===== config.mk =====
export PLATFORM = sky130hd
export DESIGN_NAME = mpc_cfg_ctrl
export DESIGN_NICKNAME = d
export VERILOG_FILES = /design/src/rtl/mpc_cfg_pkg.sv /design/src/rtl/mpc_cfg_wb_regs.sv /design/src/rtl/mpc_cfg_ctrl.sv
export SDC_FILE = /design/constraint.sdc
export NUM_CORES = 1
export LEC_CHECK = 0
export ABC_AREA = 1
export BUFFER_PORTS_ARGS = -buffer_cell sky130_fd_sc_hd__buf_2
export CAP_MARGIN = 20
export CELL_PAD_IN_SITES_DETAIL_PLACEMENT = 1
export CELL_PAD_IN_SITES_GLOBAL_PLACEMENT = 2
export CORE_UTILIZATION = 26
export DETAILED_ROUTE_END_ITERATION = 10
export PLACE_DENSITY_LB_ADDON = 0.1
export SLEW_MARGIN = 10
export SYNTH_ARGS = -nofsm -noshare
export SYNTH_HDL_FRONTEND = slang
export SYNTH_HIERARCHICAL = 1
export SYNTH_SLANG_ARGS = --single-unit

===== constraint.sdc =====
create_clock -name wb_clk_i -period 2.4 [get_ports wb_clk_i]
set_input_delay 0.72 -clock wb_clk_i [delete_from_list [all_inputs] [get_ports wb_clk_i]]
set_output_delay 0.72 -clock wb_clk_i [all_outputs]
set_load 0.1 [all_outputs]

===== src/rtl/mpc_cfg_pkg.sv =====
// Shared definitions for the mpc configuration controller: sequencer state
// encoding, register offsets and CTRL/STATUS bit positions.
package mpc_cfg_pkg;

   typedef enum logic [1:0] {
      IDLE    = 2'd0,
      ISOLATE = 2'd1,
      RESET   = 2'd2,
      RELEASE = 2'd3
   } state_t;

   localparam logic [3:0] OFF_PEND   = 4'h0;
   localparam logic [3:0] OFF_CTRL   = 4'h4;
   localparam logic [3:0] OFF_STATUS = 4'h8;

   localparam int CTRL_COMMIT  = 0;
   localparam int CTRL_CLR_ERR = 1;
   localparam int CTRL_LOCK    = 2;

   localparam int STAT_BUSY = 4;
   localparam int STAT_ERR  = 5;
   localparam int STAT_LOCK = 6;

   // Assemble the STATUS register image.
   function automatic logic [31:0] status_word(input logic [3:0] cfg,
                                               input logic       busy,
                                               input logic       err,
                                               input logic       lock,
                                               input state_t     st);
      logic [31:0] w;
      w             = '0;
      w[3:0]        = cfg;
      w[STAT_BUSY]  = busy;
      w[STAT_ERR]   = err;
      w[STAT_LOCK]  = lock;
      w[15:8]       = {6'b0, st};
      return w;
   endfunction

endpackage


===== src/rtl/mpc_cfg_wb_regs.sv =====
// Wishbone slave for the mpc configuration controller: address decode,
// single-cycle registered ack, PEND / err / lock registers and read mux.
// Optional feature: MPC_CFG_LOCK_EN adds a write-once lock bit (CTRL[2]).
module mpc_cfg_wb_regs
   import mpc_cfg_pkg::*;
#(
   parameter logic [31:0] BASE_ADDR = 32'h3000_0000,
   parameter logic [3:0]  RESET_CFG = 4'd0
) (
   input  logic        clk,
   input  logic        rst,
   input  logic        cyc,
   input  logic        stb,
   input  logic        we,
   input  logic [3:0]  sel,
   input  logic [31:0] wdata,
   input  logic [31:0] adr,
   output logic        ack,
   output logic [31:0] rdata,
   input  logic [3:0]  configuration,
   input  logic        busy,
   input  state_t      state,
   output logic [3:0]  pending,
   output logic        commit
);

   logic        hit;
   logic        access;
   logic        wr;
   logic        wr_pend;
   logic        wr_ctrl;
   logic        commit_req;
   logic        err_set;
   logic        err_clr;
   logic        err;
   logic        lock;
   logic [31:0] rmux;
   logic        unused_bits;

   // An access is taken only when no ack was given in the previous cycle,
   // so a held strobe produces exactly one ack per transfer.
   assign hit        = cyc & stb & (adr[31:4] == BASE_ADDR[31:4]);
   assign access     = hit & ~ack;
   assign wr         = access & we & sel[0];
   assign wr_pend    = wr & (adr[3:0] == OFF_PEND);
   assign wr_ctrl    = wr & (adr[3:0] == OFF_CTRL);
   assign commit_req = wr_ctrl & wdata[CTRL_COMMIT];
   assign err_set    = commit_req & (busy | lock);
   assign err_clr    = wr_ctrl & wdata[CTRL_CLR_ERR];
   assign unused_bits = ^{sel[3:1], wdata[31:4]};

   // Read mux; undecoded offsets return zero.
   always_comb begin
      rmux = '0;
      case (adr[3:0])
         OFF_PEND:   rmux[3:0] = pending;
         OFF_STATUS: rmux      = status_word(configuration, busy, err, lock, state);
         default:    rmux      = '0;
      endcase
   end

   // Ack and read data are registered together; data is zero outside the ack.
   always_ff @(posedge clk or posedge rst) begin
      if (rst) begin
         ack   <= 1'b0;
         rdata <= '0;
      end else begin
         ack   <= access;
         rdata <= access ? rmux : '0;
      end
   end

   // PEND, sticky err and the one-cycle commit pulse towards the sequencer.
   always_ff @(posedge clk or posedge rst) begin
      if (rst) begin
         pending <= RESET_CFG;
         err     <= 1'b0;
         commit  <= 1'b0;
      end else begin
         if (wr_pend && !lock)
            pending <= wdata[3:0];
         if (err_set)
            err <= 1'b1;
         else if (err_clr)
            err <= 1'b0;
         commit <= commit_req & ~busy & ~lock;
      end
   end

`ifdef MPC_CFG_LOCK_EN
   // Lock can only be set by software; only the bus reset clears it.
   always_ff @(posedge clk or posedge rst) begin
      if (rst)
         lock <= 1'b0;
      else if (wr_ctrl && wdata[CTRL_LOCK])
         lock <= 1'b1;
   end
`else
   assign lock = 1'b0;
`endif

endmodule


===== src/rtl/mpc_cfg_ctrl.sv =====
// Top of the mpc configuration controller: hosts the Wishbone register block
// and the isolate -> reset -> switch -> release sequencer driving the mpc mux.
// Optional feature: MPC_CFG_LOCK_EN (lock bit, implemented in mpc_cfg_wb_regs).
module mpc_cfg_ctrl
   import mpc_cfg_pkg::*;
#(
   parameter logic [31:0] BASE_ADDR  = 32'h3000_0000,
   parameter int          ISO_CYCLES = 8,
   parameter int          RST_CYCLES = 16,
   parameter logic [3:0]  RESET_CFG  = 4'd0
) (
   input  logic        wb_clk_i,
   input  logic        wb_rst_i,
   input  logic        wbs_stb_i,
   input  logic        wbs_cyc_i,
   input  logic        wbs_we_i,
   input  logic [3:0]  wbs_sel_i,
   input  logic [31:0] wbs_dat_i,
   input  logic [31:0] wbs_adr_i,
   output logic        wbs_ack_o,
   output logic [31:0] wbs_dat_o,
   output logic [3:0]  configuration,
   output logic        pad_isolate,
   output logic [3:0]  macro_rst,
   output logic        busy
);

   localparam logic [7:0] ISO_LOAD = 8'(ISO_CYCLES - 1);
   localparam logic [7:0] RST_LOAD = 8'(RST_CYCLES - 1);

   state_t     state;
   logic [7:0] cnt;
   logic [3:0] pending;
   logic [3:0] target;
   logic       commit;

   mpc_cfg_wb_regs #(
      .BASE_ADDR (BASE_ADDR),
      .RESET_CFG (RESET_CFG)
   ) u_regs (
      .clk           (wb_clk_i),
      .rst           (wb_rst_i),
      .cyc           (wbs_cyc_i),
      .stb           (wbs_stb_i),
      .we            (wbs_we_i),
      .sel           (wbs_sel_i),
      .wdata         (wbs_dat_i),
      .adr           (wbs_adr_i),
      .ack           (wbs_ack_o),
      .rdata         (wbs_dat_o),
      .configuration (configuration),
      .busy          (busy),
      .state         (state),
      .pending       (pending),
      .commit        (commit)
   );

   // Switch sequencer. The target is captured at commit so that PEND writes
   // during a running sequence cannot alter what gets applied; the mux value
   // only changes while the pads are isolated and the macros held in reset.
   always_ff @(posedge wb_clk_i or posedge wb_rst_i) begin
      if (wb_rst_i) begin
         state         <= IDLE;
         cnt           <= '0;
         target        <= RESET_CFG;
         configuration <= RESET_CFG;
         pad_isolate   <= 1'b0;
         macro_rst     <= 4'hF;
         busy          <= 1'b0;
      end else begin
         case (state)
            IDLE: begin
               macro_rst   <= 4'h0;
               pad_isolate <= 1'b0;
               busy        <= 1'b0;
               if (commit && (pending != configuration)) begin
                  state       <= ISOLATE;
                  cnt         <= ISO_LOAD;
                  target      <= pending;
                  pad_isolate <= 1'b1;
                  busy        <= 1'b1;
               end
            end
            ISOLATE: begin
               if (cnt == 8'd0) begin
                  state         <= RESET;
                  macro_rst     <= 4'hF;
                  configuration <= target;
                  cnt           <= RST_LOAD;
               end else begin
                  cnt <= cnt - 8'd1;
               end
            end
            RESET: begin
               if (cnt == 8'd0) begin
                  state     <= RELEASE;
                  macro_rst <= 4'h0;
               end else begin
                  cnt <= cnt - 8'd1;
               end
            end
            RELEASE: begin
               state       <= IDLE;
               pad_isolate <= 1'b0;
               busy        <= 1'b0;
            end
            default: state <= IDLE;
         endcase
      end
   end

endmodule


==> impl_metrics.yaml <==
run_status:
  violations: "design-rule violations"
  status: "complete, but fails checks"
cts:
  ctsHoldBuffers: 0
  h-tree-depth: 2
  cts_resized: 0
  cts_tree: "yes"
  root_buffer: "clkbuf_8"
  clock_latency_ps: 280
  clkTransAtPathRegs_ps: 70
  cts_buffer_depth: 2
  numCtsBuffers: 5
  cts.sinks: 35
  cts_setup_buffers: 0
setup_path:
  critPathBufInv: 1
  worstPathArrival_ps: 1270
  critPathKind: "flop to output port"
  required_ps: 1680
  cp_top_family: "flip-flops"
  crit_chain: "buf_2"
  crit_path_start_kind: "flop"
  crit_path_max_fanout: 5
  slowest_delay_ps: 560
  cp-end-kind: "output port"
  slowest_stage: "dfstp_2"
pwr:
  p_sw_share_pct: 32.9
  power_frac_comb_pct: 18.8
  power_density_nw_per_um2: 471
  power_mw: 1.32
  vdd_drop_max_v: 0.000238
  power_frac_clock_pct: 36.6
  p_int_uw: 886
  seqPwrFrac_pct: 44.6
  p_switching_uw: 435
  power_leakage_nw: 1.61
finish:
  nNetsFinal: 476
  antenna_cells: 0
  utilization_pct: 31.9
  final_cell_count_no_fill: 507
  fillers: 1140
  drive_gt1_share_pct: 24.1
  finalInstanceArea_um2: 2810
  syn_to_final_growth_pct: 17.3
route:
  drt_iter0_drc: 67
  drc: 4
  dr.pass1.iters: 7
  routed_via_density: 4.24
  wl_per_cell_um: 12.1
  via_count: 2151
  ant_nets: 0
  routed_wl_um: 6160
yosys:
  ys_seq_elements: 35
  synth_edf_count: 0
  synthCells: 336
  yosysSeqAreaShare_pct: 36.7
  yosysUniqueCellTypes: 30
  ys_warn_count: 6
  synth-main-ff-cell: "dfrtp_1"
  synth_area_per_cell_um2: 7.12
  synthArstFlopShare_pct: 100
  syn_area_um2: 2390
place:
  place.gp.congestion: 0.759
  pre_cts_ws_ps: 588
  portBuffers: 60
  place_area_um2: 2700
  place_inst: 499
  dp_hpwl_um: 4980
floorplan:
  die_x_um: 97.9
  die_y_um: 97.9
  num_rows: 34
  core-area_um2: 8810
  die_area_um2: 9590
  pin_count: 116
  initial_core_util_pct: 27.2
sta:
  finalHoldViolations: 0
  finClkSkew_ps: 6.63
  fmax_ghz: 0.503
  fin_crit_ps: 1990
  rsz0062_at_grt: "no"
  timing.hold.ws_ps: 468
  finalSetupViolCount: 0
  finalMaxSlewViolations: 0
  period_share_pct: 82.8
  setup_tns_ps: 0
  slew_headroom_pct: 59.4
  worst_pin_slew_ps: 608
  setup_ws_ps: 414
global_routing:
  grt_max_degree: 21
  grt-ovfl-total: 0
  first_global_vias: 2160
  grt_usage_pct: 14.0
  antenna_found_initial: 0
  grt_pass1_wl_um: 10600
job:
  cap_violations: 0
worst_hold_path:
  min_path_type: "input port to asynchronous set/reset pin"
## registers in the layout, indices dropped and copies added, names as in the netlist
register and flops:
cnt 8, u_regs/rdata 8, configuration 4, target 4, u_regs/pending 4, state 2, busy 1, macro_rst 1
u_regs/ack 1, u_regs/commit 1, u_regs/err 1
## final cells by class
type,count,area [um^2],area share (%)
tap,108,135,4.81
clock inverter,1,7.51,0.267
sequential,35,877,31.3
timing repair buffer,62,315,11.2
multi-input combinational,245,1190,42.4
inverter,49,184,6.55
clock buffer,7,96.3,3.43
## layout by cell type (no fill, tap or decap), drive strengths merged
cell type  count
nand2        105
buf           62
nor2          49
inv           47
dfrtp         34
nand3         26
conb          24
o21ai         12
nand4          8
clkbuf         7
a21oi          7
ha             5
nor3b          4
clkinv         2
or2            1
a21boi         1
clkinvlp       1
dfstp          1
nor4           1
nand3b         1
nor3           1
## cells by family after synthesis
group / share of synthesized area (%)
AOI/OAI and AO/OA: 4.76
adders and majority gates: 2.62
buffers and inverters: 17.2
DFF: 36.7
other: 0.157
and+or+nand+nor: 38.7
## power by group through the flow
stage | combinational [mW] | sequential (mW) | clock, mW
2_1_floorplan | 0.228 | 0.601 | 0
3_3_place_gp | 0.247 | 0.601 | 0
3_5_place_dp | 0.250 | 0.601 | 0
4_1_cts | 0.250 | 0.589 | 0.514
5_1_grt | 0.263 | 0.589 | 0.540
6_report | 0.248 | 0.589 | 0.484
## per-layer routing
metal	global-route usage, %	vias to the layer above	part of all wire, %
met4	2.80	0	0.68
met1	17.3	1001	47
met3	2.72	4	3.7
met5	0	-	0
li1	-	1108	-
met2	25.1	38	49
## synth_stat cells, types with 2 or more instances
master,number,share of area [%]
nand2_1,100,16
inv_1,44,6.9
nor2_1,38,6.0
dfrtp_1,34,36
buf_4,28,8.8
nand3_1,25,5.2
nor2_2,8,2.1
o21ai_1,8,1.7
nand4_1,7,1.8
a21oi_1,6,1.3
ha_1,5,2.6
nand2_4,4,1.9
nor3b_1,4,1.3
o21ai_0,4,0.84
inv_2,3,0.47
nor2_4,3,1.4
clkinv_1,2,0.31
## final timing paths
check | from | to | slack (ps) | cells after the start
setup / recovery | macro_rst[2] | macro_rst[1] | 410 | 1
min in group wb_clk_i | u_regs/err | u_regs/err | 480 | 2
hold reg to reg | u_regs/err | u_regs/err | 480 | 2
setup reg to reg | cnt[0] | cnt[6] | 710 | 9
max in group asynchronous | wb_rst_i | u_regs/pending[2] | 1500 | 2
hold / removal | wb_rst_i | busy | 470 | 3
Note: power is estimated with default switching activity, not from simulation.
